[src/rtl/pin_test_pkg.sv]
// Shared mode encodings for the pin test sequencer.
// Undefined encodings (5..7) decode to walk-one.
package pin_test_pkg;

   localparam int unsigned MODE_W = 3;

   typedef enum logic [MODE_W-1:0] {
      MODE_WALK1  = 3'd0,
      MODE_WALK0  = 3'd1,
      MODE_BOUNCE = 3'd2,
      MODE_BINARY = 3'd3,
      MODE_TOGGLE = 3'd4
   } mode_t;

   function automatic mode_t decode_mode(input logic [MODE_W-1:0] m);
      case (m)
         3'd1:    return MODE_WALK0;
         3'd2:    return MODE_BOUNCE;
         3'd3:    return MODE_BINARY;
         3'd4:    return MODE_TOGGLE;
         default: return MODE_WALK1;
      endcase
   endfunction

endpackage

[src/rtl/step_prescaler.sv]
// Divide-by-DIV tick generator: counts 0..DIV-1 while run is high,
// tick fires during the DIV-1 cycle; clear forces the count back to 0.
module step_prescaler #(
   parameter int unsigned DIV = 2
) (
   input  logic clk,
   input  logic rst,
   input  logic run,
   input  logic clear,
   output logic tick
);

   localparam int unsigned CW = (DIV > 2) ? $clog2(DIV) : 1;
   localparam logic [CW-1:0] LAST = CW'(DIV - 1);

   logic [CW-1:0] cnt;

   always_ff @(posedge clk) begin
      if (rst || clear) begin
         cnt <= '0;
      end else if (run) begin
         cnt <= (cnt == LAST) ? '0 : cnt + 1'b1;
      end
   end

   assign tick = run && (cnt == LAST);

endmodule

[src/rtl/pin_test_sequencer.sv]
// Board pin test sequencer: walks, bounces, counts or toggles a pin pattern.
// Macro PIN_TEST_RGB_EN enables the heartbeat and RGB LED sequencing.
module pin_test_sequencer
   import pin_test_pkg::*;
#(
   parameter int unsigned NUM_PINS = 20,
   parameter int unsigned CLK_HZ   = 12000000,
   parameter int unsigned STEP_HZ  = 5
) (
   input  logic                        clk,
   input  logic                        rst,
   input  logic                        enable,
   input  logic                        manual,
   input  logic                        step_req,
   input  logic [MODE_W-1:0]           mode,
   output logic [NUM_PINS-1:0]         pins,
   output logic [$clog2(NUM_PINS)-1:0] pos,
   output logic                        step_pulse,
   output logic                        wrap,
   output logic                        heartbeat_n,
   output logic [2:0]                  rgb_n
);

   localparam int unsigned DIV = CLK_HZ / STEP_HZ;
   localparam int unsigned PW  = $clog2(NUM_PINS);
   localparam logic [PW-1:0] LAST = PW'(NUM_PINS - 1);

   logic                tick;
   logic                step;
   logic [MODE_W-1:0]   mode_q;
   logic [PW-1:0]       pos_q;
   logic                dir_up;
   logic [NUM_PINS-1:0] count;
   logic [PW-1:0]       pos_nxt;
   logic                dir_nxt;
   logic [NUM_PINS-1:0] count_nxt;
   logic                wrap_nxt;
   logic [NUM_PINS-1:0] onehot;
   mode_t               cur;

   step_prescaler #(.DIV(DIV)) u_prescaler (
      .clk   (clk),
      .rst   (rst),
      .run   (enable & ~manual),
      .clear (enable & manual),
      .tick  (tick)
   );

   assign step = enable & (manual ? step_req : tick);
   assign cur  = decode_mode(mode_q);

   always_comb begin
      pos_nxt   = pos_q;
      dir_nxt   = dir_up;
      count_nxt = count;
      wrap_nxt  = 1'b0;
      if (mode != mode_q) begin
         pos_nxt   = '0;
         dir_nxt   = 1'b1;
         count_nxt = '0;
      end else begin
         case (cur)
            MODE_WALK1, MODE_WALK0: begin
               if (pos_q == LAST) begin
                  pos_nxt  = '0;
                  wrap_nxt = 1'b1;
               end else begin
                  pos_nxt = pos_q + 1'b1;
               end
            end
            MODE_BOUNCE: begin
               // Direction flips on arrival at an end so no end value repeats.
               pos_nxt = dir_up ? pos_q + 1'b1 : pos_q - 1'b1;
               if (pos_nxt == LAST) dir_nxt = 1'b0;
               if (pos_nxt == '0) begin
                  dir_nxt  = 1'b1;
                  wrap_nxt = 1'b1;
               end
            end
            MODE_BINARY: begin
               count_nxt = count + 1'b1;
               wrap_nxt  = &count;
            end
            MODE_TOGGLE: begin
               count_nxt[0] = ~count[0];
               wrap_nxt     = count[0];
            end
            default: ;
         endcase
      end
   end

   always_ff @(posedge clk) begin
      if (rst) begin
         mode_q     <= '0;
         pos_q      <= '0;
         dir_up     <= 1'b1;
         count      <= '0;
         step_pulse <= 1'b0;
         wrap       <= 1'b0;
      end else begin
         step_pulse <= step;
         wrap       <= step & wrap_nxt;
         if (step) begin
            mode_q <= mode;
            pos_q  <= pos_nxt;
            dir_up <= dir_nxt;
            count  <= count_nxt;
         end
      end
   end

   always_comb begin
      onehot = NUM_PINS'(1) << pos_q;
      case (cur)
         MODE_WALK0:  pins = ~onehot;
         MODE_BINARY: pins = count;
         MODE_TOGGLE: pins = {NUM_PINS{count[0]}};
         default:     pins = onehot;
      endcase
   end

   assign pos = (cur == MODE_BINARY || cur == MODE_TOGGLE) ? '0 : pos_q;

`ifdef PIN_TEST_RGB_EN
   logic [1:0] rgb_cnt;
   logic       hb_q;

   always_ff @(posedge clk) begin
      if (rst) begin
         rgb_cnt <= '0;
         hb_q    <= 1'b1;
      end else if (step) begin
         rgb_cnt <= rgb_cnt + 1'b1;
         hb_q    <= ~hb_q;
      end
   end

   assign heartbeat_n = hb_q;
   assign rgb_n       = {~(rgb_cnt == 2'd3), ~(rgb_cnt == 2'd2), ~(rgb_cnt == 2'd1)};
`else
   assign heartbeat_n = 1'b1;
   assign rgb_n       = 3'b111;
`endif

endmodule

[config.mk]
export PLATFORM = sky130hd
export DESIGN_NAME = pin_test_sequencer
export DESIGN_NICKNAME = d
export VERILOG_FILES = /design/src/rtl/pin_test_pkg.sv /design/src/rtl/step_prescaler.sv /design/src/rtl/pin_test_sequencer.sv
export SDC_FILE = /design/constraint.sdc
export NUM_CORES = 1
export LEC_CHECK = 0
export ABC_AREA = 1
export BUFFER_PORTS_ARGS = -buffer_cell sky130_fd_sc_hd__buf_2
export CORE_MARGIN = 2
export CORE_UTILIZATION = 55
export CTS_CLUSTER_DIAMETER = 40
export CTS_CLUSTER_SIZE = 20
export DETAILED_ROUTE_END_ITERATION = 8
export PLACE_DENSITY = 0.84
export SLEW_MARGIN = 10
export SYNTH_ARGS = -nofsm -noshare
export SYNTH_HDL_FRONTEND = slang
export SYNTH_SLANG_ARGS = --single-unit
[constraint.sdc]
create_clock -name clk -period 4.1 [get_ports clk]
set_input_delay 0.82 -clock clk [delete_from_list [all_inputs] [get_ports clk]]
set_output_delay 0.82 -clock clk [all_outputs]
set_load 0.005 [all_outputs]
# ---- Yosys cells after proc, flatten, opt, wreduce, memory -nomap -nowiden
# Index checks and enable logic that the tools add are counted.
# W data, S select, Z words.
dict set report op_classes {
  muxes 20
  n_shift 1
  n_bitwise 7
  n_addsub 4
  eq_ne 12
  n_reduce_logical 16
}
# op count
set op_table {}
lappend op_table {{$pmux W20 S3} 1}
lappend op_table {{$add A22 B1 Y22 const B} 1}
lappend op_table {{$eq A22 B22 Y1 const B} 1}
lappend op_table {{$mux W22} 1}
lappend op_table {{$add A20 B1 Y20 const B} 1}
lappend op_table {{$mux W20} 1}
lappend op_table {{$mux W5} 4}
lappend op_table {{$not A20 Y20} 1}
lappend op_table {{$reduce_and A20 Y1} 1}
lappend op_table {{$shl A1 B5 Y20 const A} 1}
lappend op_table {{$mux W19} 1}
lappend op_table {{$eq A3 B2 Y1 const B} 4}
lappend op_table {{$pmux W3 S4} 1}
lappend op_table {{$eq A5 B5 Y1 const B} 2}
lappend op_table {{$pmux W5 S2} 1}
lappend op_table {{$reduce_bool A3 Y1} 3}
lappend op_table {{$mux W1} 8}
lappend op_table {{$eq A3 B1 Y1 const B} 2}
lappend op_table {{$eq A3 B3 Y1 const B} 2}
lappend op_table {{$reduce_and A2 Y1} 3}
lappend op_table {{$add A5 B1 Y5 const B} 1}
lappend op_table {{$logic_not A5 Y1} 1}
lappend op_table {{$sub A5 B1 Y5 const B} 1}
lappend op_table {{$and A1 B1 Y1} 4}
lappend op_table {{other kinds (10)} 13}
dict set report word_totals {
  reg_bits 53
  out_inout_bits 31
}

# ---- Logic depth before layout (Yosys ltp)
# Gate-level depths: netlist of the first run.
dict set report depth {
  depth_word 7
  mapped_depth 12
  depth_no_buf 12
}

# ---- Cells and area by module
# From an unflattened synthesis of the first run, not the netlist that was laid out.
dict set report unflattened {
  hier_cells 681
  hier_area_um2 3985.1
}
# module area_per_inst_um2 instances seq_area_each_um2 cells_each
set by_module_without_submodules {}
lappend by_module_without_submodules {pin_test_sequencer 2715.1 1 620.6 478}
lappend by_module_without_submodules {step_prescaler 1270.0 1 440.4 203}

# ---- Least setup slack after synthesis of the first run
# OpenSTA, ideal clock, no wires.
dict set report synth_path {
  path_type {reg-to-output}
  from {register pos_q[0]}
  to {output pins[19]}
  n_path_buf 0
  path_stages_with_launch 8
  arrival_time_ns 1.281
  path_slack_ns 1.999
  cell_sequence {dfxtp_1 -> ha_1 -> ha_1 -> inv_1 -> nor3_1 -> nor2_1 -> a21oi_1 -> nand3_1}
}
dict set report synth_between {
  elab_chain_len 3
}
# item line_no
set synth_rtl {}
lappend synth_rtl {{start, declared} pin_test_sequencer.sv:31} ;# logic [PW-1:0] pos_q;
lappend synth_rtl {{start signal, assigned} pin_test_sequencer.sv:106} ;# pos_q <= pos_nxt;
lappend synth_rtl {{$shl A1 B5 Y20 *} pin_test_sequencer.sv:114} ;# onehot = NUM_PINS'(1) << pos_q;
lappend synth_rtl {{$not A20 Y20} pin_test_sequencer.sv:116} ;# MODE_WALK0: pins = ~onehot;
lappend synth_rtl {{$pmux W20 S3 *} pin_test_sequencer.sv:115} ;# case (cur)
lappend synth_rtl {{end, declared} pin_test_sequencer.sv:16} ;# output logic [NUM_PINS-1:0] pins,
# Every way passes the cells marked *; elsewhere a longest branch is shown, timed or not.

# ---- Worst setup path after layout of the first run
dict set report layout_path {
  from {register mode_q[2]}
  to {output pins[18]}
}
dict set report layout_between {
  elab_chain_len 4
}
# item line_no
set layout_rtl {}
lappend layout_rtl {{start, declared} pin_test_sequencer.sv:30} ;# logic [MODE_W-1:0] mode_q;
lappend layout_rtl {{start signal, assigned} pin_test_sequencer.sv:105} ;# mode_q <= mode;
lappend layout_rtl {{$eq A3 B3 Y1, or another cell as far along} pin_test_pkg.sv:16} ;# case (m)
lappend layout_rtl {{$pmux W3 S4 *} pin_test_pkg.sv:16}
lappend layout_rtl {{$eq A3 B3 Y1, or another cell as far along} pin_test_sequencer.sv:115}
lappend layout_rtl {{$pmux W20 S3 *} pin_test_sequencer.sv:115}
# Marked as above.

==> metrics list, run 1 <==
- For hold timing, the worst endpoint is u_prescaler.cnt[10].
- Die height: 89.6 um
* Number of fill cells: ~700
- Summed over its instances, the top area cell type makes up 26.3% of the synthesized netlist area.
* Final count of negative-setup-slack endpoints: 0
- Cell Pwr Density: 211 mW/mm^2
* CTS hold repair buffers: 0
- Once layout is done, the placed cells without fillers occupy 0.00428 sq mm.
- The net count of the finished layout is 694.
- Result of the run: finished, final reports clean
- Number of cells on the worst reg-to-reg path: 10
- WL/cell: 12.7 um
- Maximum buffer depth of the clock tree: 2
- Pin count of the biggest net entering global routing: 26
* Reported leakage power: between 1.5 and 2 nW
* Startpoint of the most critical register-to-register path: pos_q[2]
* Initial core utilization: 56.1%
- Cells with a size suffix above 1 make up 12.8% of the layout.
- Mapped Avg Cell Area: 6.16 sq um
* Number of instances in the synthesized netlist: 654
- The floorplan step defined a die boundary enclosing around 0.0080 sq mm.
- Routability-driven placement finished with a final weighted congestion of 0.994.
- After detailed routing, the number of vias per cell comes to 5.36.
- Data on the critical path is required at its endpoint by 3.28 ns.
* HP Start: u_prescaler.cnt[10]
- Share of the yosys chip area belonging to registers: 26.3%
* TritonCTS Sinks: 53
- Inserted Diodes: 0
* Biggest area consumer among synthesized cells: dfxtp_1
- Number of library cell types mapped by synthesis: 39
* Post-route DRC violation count: 0
* Maximum fanout along the worst path: 20
* Sum of routed wire length over all layers: 9870 um
- Arr. time, crit path: around 2.4 ns
- Setup clock skew after layout: 0.00779 ns
- The hold violation count in the final report came to 0.
- Hpwl dp: approximately 7600 um
- Flop and latch count out of synthesis: between 50 and 60
- Setup slack on the worst reg-to-reg path comes out at 2.17 ns.
* Detailed Routing Iterations Pass 1: 5
- Overall Global Routing Usage: 25.2%
- Relative to the synthesized area, the layout overhead comes to 6.37%.
* Reg2reg end: dir_up
- Worst Tran Pin Value: around 0.65 ns
- Area of placed instances: ~0.0042 sq mm
* Antenna violations before repair: 0
- # Max-Cap Violations: 0
- Yosys printed 0 warnings.
- Setup repair after global routing left no endpoint under its margin.
* Number of buffers added for setup after CTS: 0
- Type of the most critical hold path: flip-flop to flip-flop
* Hold path cells: 2
- Most common cell after layout, fill and taps aside: nand2_1
- The number of global-route vias before repair is 3,610.
* Portion of the clock cycle consumed by the worst path in the final layout: 79.5%
* Quantity of I/O buffers inserted on ports: 34
- Clk slew on worst S/H paths: 0.09 ns
- Root buf cell: clkbuf_8
- Number of antenna-violating nets in the routed design: 0
* Cells taking the most area after synthesis: dfxtp_1, nand2_1, nor2_1
* Worst-skew pair later-pin latency: 0.31 ns
- Initial DRC Count: between 300 and 400
* Startpoint types: flip-flop
- Most used cells in the layout excluding fill and tap cells: nand2_1, nor2_1, inv_1
- Via count: 4,167
- Achievable clock frequency: slightly above 300 MHz
- Number of placement rows: 31
- Number of H-tree levels: 2
- VDD sags by at most approximately 150 uV.
- In this run the count of I/O pins placed on the die edge is 39.
- Counting the buffers created by CTS gives 5.
* Number of gates given a new drive strength after cts: 0
- The core region is 0.00718 sq mm.
- TritonCTS built the clock tree.
- The first global-routing pass estimated ~16,000 um of wire.
* Capturing element type of the critical path: output port
- Number of pins exceeding their max-slew limit in the final report: 0
* Slew Limit Headroom: 56.8%
* Aggregate negative setup slack: 0 ns
- Overflow left after global routing: 0
- The routed design could run at a clock period as short as 3.26 ns.
* Kind of critical path: flip-flop to output port
* Cell area after synthesis: 0.00403 sq mm
- From left edge to right edge, the die measures 89.6 um.
-- synthesized netlist by cell type, drive strengths merged --
library cell and count:
o21ai 11, nor4 1, nand2 197, conb 1, o211ai 2, dfxtp 53
a21oi 35, o21bai 1, nor3 11, nand3b 3, nand3 51, clkbuf 4
a211oi 2, xnor2 11, o2111ai 17, xor2 10, inv 69, ha 9
buf 19, nor3b 2, nand4 11, and2 1, nor2 133
-- critical path, stage by stage, from the launching register on --
cell	delay [ns]
dfxtp_1	0.44
nor2_1	0.07
nand2_1	0.48
inv_1	0.12
nor2_1	0.42
buf_4	0.27
o21ai_0	0.09
o211ai_1	0.09
buf_2	0.14
-- state kept, by name, summed over array words and instances, names as in the netlist --
register         cells
count               20
dir_up               1
mode_q               3
pos_q                5
step_pulse           1
u_prescaler.cnt     22
wrap                 1
-- metrics by stage --
stage | instances | power, W | hold WS (ns) | worst slack, ns | utilization [%]
6_report | 777 | 0.000906 | 0.489 | 0.841 | 59.7
3_5_place_dp | 769 | 0.000629 | 0.477 | 1.22 | 58.5
4_1_cts | 777 | 0.000917 | 0.491 | 0.862 | 59.7
2_1_floorplan | 657 | 0.000605 | 0.444 | 2.00 | -
3_3_place_gp | 769 | 0.000626 | 0.465 | 1.32 | 58.5
5_1_grt | 777 | 0.000952 | 0.514 | 0.604 | 59.7
-- power breakdown --
group	switching [W]	internal [W]	total (W)
logic	0.0000664	0.0000301	0.0000965
clock network	0.000167	0.000121	0.000288
registers	0.00000376	0.000517	0.000521
-- metal layers --
| metal | wire, um | GRT usage [%] | vias up |
|---|---|---|---|
| met5 | 0 | 0 | - |
| met4 | 135 | 6.51 | 0 |
| met3 | 594 | 3.56 | 16 |
| met2 | 4710 | 44.4 | 160 |
| met1 | 4430 | 32.4 | 1863 |
| li1 | - | - | 2128 |
-- layout make-up --
| type | count | area [sq um] | share of cell area [%] |
|---|---|---|---|
| Tap cell | 99 | 124 | 2.89 |
| Timing Repair Buffer | 36 | 185 | 4.32 |
| Clock buffer | 7 | 76.3 | 1.78 |
| Sequential cell | 53 | 1060 | 24.8 |
| Clock inverter | 1 | 7.51 | 0.175 |
| Multi-Input combinational cell | 512 | 2570 | 60.0 |
| Inverter | 69 | 262 | 6.10 |
-- cells by family (layout without fill, tap and decap cells) --
logic type / Yosys count / after routing / share of synthesized area (%)
simple gates: 410 / 410 / 44.5
flops: 53 / 53 / 26.3
compound gates: 68 / 68 / 11.6
buf+inv: 92 / 113 / 10.2
other cells: 1 / 4 / 0.0931
fa+ha+maj: 9 / 9 / 2.80
xor+xnor: 21 / 21 / 4.57
-- how the worst max path moves through the flow --
stage / to / slack, ns / from / cells past startpoint
5_1_grt: pins[18] / 0.60 / mode_q[2] / 8
3_3_place_gp: pins[18] / 1.32 / mode_q[0] / 9
3_5_place_dp: pins[18] / 1.22 / mode_q[2] / 8
2_1_floorplan: pins[19] / 2.00 / pos_q[0] / 7
6_report: pins[18] / 0.84 / mode_q[2] / 8
4_1_cts: pins[18] / 0.86 / mode_q[2] / 8
No activity file was read; power rests on OpenSTA's default activity.
==> run 2: changes to the inputs <==
Settings changed: ABC_AREA 1 to 0.
Clock period 4.1 ns to 3 ns, I/O delays scaled along.
==> run 2 against run 1 <==
  * Critical path depth fell by 2
  * Highest routed layer unchanged
  * Register-to-register slack worse by 1.6 ns
  * Largest power group unchanged
  * Design area increased by 3.3%
  * Global-route usage grew 1.4 points
==> metrics list, run 2 <==
- Number of antenna-violating nets in the routed design: 0 (unchanged)
- Fraction of registers with async set/reset: 0% (unchanged)
- Cell internal pwr: 0.000925 W (was 0.000669 W)
- Floorplan Core Area: 0.00718 sq mm (unchanged)
- Power spent charging and discharging nets: 0.000344 W (was 0.000237 W)
* Overflow left after global routing: 0 (unchanged)
- The number of buffers and inverters on the critical path came to 1 (was 3).
* TritonCTS Buffers: 5 (unchanged)
- The critical setup path kind is flip-flop to output port (unchanged).
* Number of pins exceeding their max-slew limit in the final report: 0 (unchanged)
* Result of the run: finished, final reports clean (unchanged)
- Worst path cell trace: nor3b_2, and2_1, mux2i_1, a21oi_1, a21oi_1, buf_2 (was nor2_1, nand2_1, inv_1, nor2_1, buf_4, o21ai_0, o211ai_1, buf_2)
- Multi-input gate area: 0.00282 sq mm (was 0.00257 sq mm)
* Unrepaired setup endpoints after global routing: yes (was no)
- Fraction of power spent switching nets: 27.1% (was 26.1%)
* Max reg flops: 22 (unchanged)
* Portion of the clock cycle consumed by the worst path in the final layout: 95.4%
- Via count: 4,296 (was 4,167)
- The fraction of the yosys area taken by sequential cells was 26.4% (was 26.3%).
- The half-perimeter wire length of the detailed placement result came to 7530 um (was 7590 um).
* Non-filler cells, final: 660 (was 777)
- Pin count of the biggest net entering global routing: 44 (was 26)
- Simple-gate area share of the yosys netlist: 32.4% (was 44.5%)
- The mux share of post-synthesis cell area came to 3.02% (was 0%).
- The hold violation count in the final report is 0 (unchanged).
- The cts-stage hold buffer count was 0 (unchanged).
- The headroom to the max-slew limit came to 35.7% (was 56.8%).
* Number of global-route vias before repair: 3,802 (was 3,610)
- The library cell with the highest instance count after synthesis is a21oi_1 (was nand2_1).
* Worst EP required: 2.40 ns (was 3.28 ns)
- The number of antenna violations at the first check in global routing was 0 (unchanged).
- Capturing element type of the critical path: output port (unchanged)
- The area added between synthesis and finish is 10.2% (was 6.37%).
- The startpoint type of the worst setup path is a flip-flop (unchanged).
- Combinational share of power: 12.1% (was 10.7%)
- The most area-hungry cell type in the Yosys netlist is dfxtp_1 (unchanged).
- The worst-case register-to-register setup slack is 0.55 ns (was 2.17 ns).
- Share of post-route cells with drive strength above 1: 15.7% (was 12.8%)
* Cell area after synthesis: 0.00401 sq mm (was 0.00403 sq mm)
* Die width: 89.4 um (was 89.6 um)
* Reported leakage power: 1.52 nW (was 1.72 nW)
- The register area came to 0.00107 sq mm (was 0.00106 sq mm).
- The slowest library cell on the worst path was nor3b_2 (was nand2_1).
* Proportion of power drawn by flip-flops and latches: 56.2% (was 57.6%)
- Number of fill cells: 649 (was 702)
- The share of the synthesized area in the top cell type came to 26.4% (was 26.3%).
- Maximum fanout along the worst path: 16 (was 20)
- Final count of negative-setup-slack endpoints: 0 (unchanged)
* Placed insts: 652 (was 769)
- The clock-pin slew of the registers on the worst-case setup and hold paths came to 0.09 ns (about the same).
- The number of enable-type register cells in the synthesized netlist came to 0 (unchanged).
* Number of library cell types mapped by synthesis: 59 (was 39)
- Final critical-path required period: 2.86 ns
* Maximum buffer depth of the clock tree: 2 (unchanged)
- Most common cell after layout, fill and taps aside: a21oi_1 (was nand2_1)
* Worst Tran Pin Value: 0.965 ns (was 0.646 ns)
- Largest regs: u_prescaler.cnt (22), count (20), pos_q (5) (unchanged).
- The quantity of I/O buffers inserted on ports is 34 (unchanged).
- The TritonCTS clock tree is done (unchanged).
* Area fraction in compound gates after synthesis: 23.7% (was 11.6%)
- The count of warnings emitted by yosys is 0 (unchanged).
- The setup TNS was 0 ns (unchanged).
* VDD IR-drop max: 272 uV (was 146 uV)
- Number of placement rows: 31 (unchanged)
- The starting density of the core came to 55.9% (was 56.1%).
- The XOR/XNOR share of the synthesized area was 5.67% (was 4.57%).
- The largest delay contributor family on the critical path is simple AND/OR/NAND/NOR gates (unchanged).
- The adder-cell area share of the yosys netlist is 2.81% (was 2.80%).
* Detailed-route vias per instance: 6.51 (was 5.36)
- The first-pass iteration count of the detailed router came to 5 (unchanged).
- Inserted Diodes: 0 (unchanged)
- The wire length of the first global-routing pass was 17,300 um (was 16,200 um).
* Die height: 89.4 um (was 89.6 um)
* Flop and latch count out of synthesis: 53 (unchanged)
* Worst-skew pair later-pin latency: 0.31 ns (about the same)
- Cells taking the most area after synthesis: dfxtp_1, a21oi_1, nor2_1 (was dfxtp_1, nand2_1, nor2_1)
* Sum of routed wire length over all layers: 10,900 um (was 9870 um)
- The class of the most critical hold timing path is flip-flop to flip-flop (unchanged).
- The cell at the root of the clock tree is clkbuf_8 (unchanged).
- Most used cells in the layout excluding fill and tap cells: a21oi_1, nor2_1, dfxtp_1 (was nand2_1, nor2_1, inv_1).
* Final weighted congestion of routability-driven global placement: 0.972 (was 0.994)
- The cell count after synthesis was 545 (was 654).
- Mapped Avg Cell Area: 7.36 sq um (was 6.16 sq um)
- The number of top-level design ports is 39 (unchanged).
* Post-route DRC violation count: 0 (unchanged)
* Initial DRC Count: 509 (was 333)
- The combined global-route utilization of all metal layers was 26.6% (was 25.2%).
- TritonCTS Sinks: 53 (unchanged)
* Largest family of logic cells by synthesized area: simple AND/OR/NAND/NOR gates (unchanged)
- The full die area came to 0.00800 sq mm (was 0.00802 sq mm).
- Achievable clock frequency: ~350 MHz
- Most used cell along the critical path: a21oi_1 (was nor2_1)
* # Max-Cap Violations: 0 (unchanged)
* Arr. time, crit path: 2.26 ns (was 2.44 ns)
* Setup clock skew after layout: 0.0138 ns (was 0.00779 ns)
- Clock network fraction of design power: 31.7% (was 31.8%)
- The number of nets in the final layout is 577 (was 694).
* WL/cell: 16.6 um (was 12.7 um)
- The ratio of total power to cell area is 287 mW/mm^2 (was 211 mW/mm^2).
- Register with the most flip-flops: u_prescaler.cnt (unchanged)
- The main flop type after synthesis was dfxtp_1 (unchanged).
- The deepest level of the CTS H-tree is 2 (unchanged).
* Delay contributed by the slowest stage of the critical path: 0.60 ns (was 0.48 ns)
- Commonest cells post-synth: a21oi_1, dfxtp_1, nor2_1 (was nand2_1, nor2_1, inv_1)
run 2: cell count changes after synthesis, moves of 17 or more:
cell / previous run / this run
inv_1: 64 / 9
nand3_1: 49 / 21
a21oi_1: 24 / 56
o2111ai_1: 17 / 0
clkbuf_1: 4 / 32
nand2_1: 179 / 41
o21ai_0: 10 / 37
or4_1: 0 / 18
nor2_1: 124 / 53
run 2: worst min-delay path, stage by stage (launching register included):
cell,delay (ns)
dfxtp_1,0.34
o31ai_1,0.07
a21oi_1,0.06
run 2: cells by family after synthesis:
kind of cell	count (synthesis)
other	1
buffers and inverters	54
AND/OR/NAND/NOR	236
AO/OA/AOI/OAI	154
multiplexers	12
adder cells (fa/ha/maj)	9
XOR/XNOR	26
flip-flops	53
run 2: per-layer routing:
metal  vias to the layer above  global-route usage (%)  wire, um
li1                       2054                       -         -
met1                      2037                    34.8      4700
met2                       171                    43.5      5250
met3                        34                    4.89       683
met4                         0                    10.6       295
met5                         -                       0         0
run 2: power by group through the flow:
stage | Combinational (W) | Clock [W] | Sequential (W)
floorplan | 0.000112 | 0 | 0.000725
global placement | 0.000146 | 0 | 0.000729
detailed placement | 0.000150 | 0 | 0.000729
CTS | 0.000151 | 0.000409 | 0.000713
global route | 0.000169 | 0.000438 | 0.000714
finish | 0.000154 | 0.000402 | 0.000713
run 2: path summary, 6_finish.rpt:
check	end	cells past startpoint	start
max	pins[16]	6	pos_q[2]
max reg2reg	count[17]	6	mode_q[2]
min reg2reg	count[18]	2	count[18]
min	count[18]	2	count[18]
run 2: area by class of cell:
type,count,share of cell area (%)
flip-flops and latches,53,24.1
repair buffers,50,6.56
clock buffers,5,1.56
well taps,99,2.80
inverters,9,0.764
clock inverters,3,0.396
multi-input cells,441,63.8
run 2: through the flow:
stage | util (%) | setup slack (ns) | cell area, sq um | power [W] | hold slack, ns
finish | 61.7 | 0.138 | 4420 | 0.00127 | 0.509
floorplan | - | 0.610 | 4030 | 0.000836 | 0.460
global route | 61.7 | -0.0132 | 4420 | 0.00132 | 0.529
detailed placement | 59.1 | 0.313 | 4240 | 0.000880 | 0.494
global placement | 59.1 | 0.387 | 4240 | 0.000875 | 0.480
CTS | 60.3 | 0.0239 | 4330 | 0.00127 | 0.507
run 2: what timing repair did:
item	CTS	global route
gates resized for setup	1	17
gates cloned	0	0
setup endpoints to repair	1	13
setup buffers	0	0
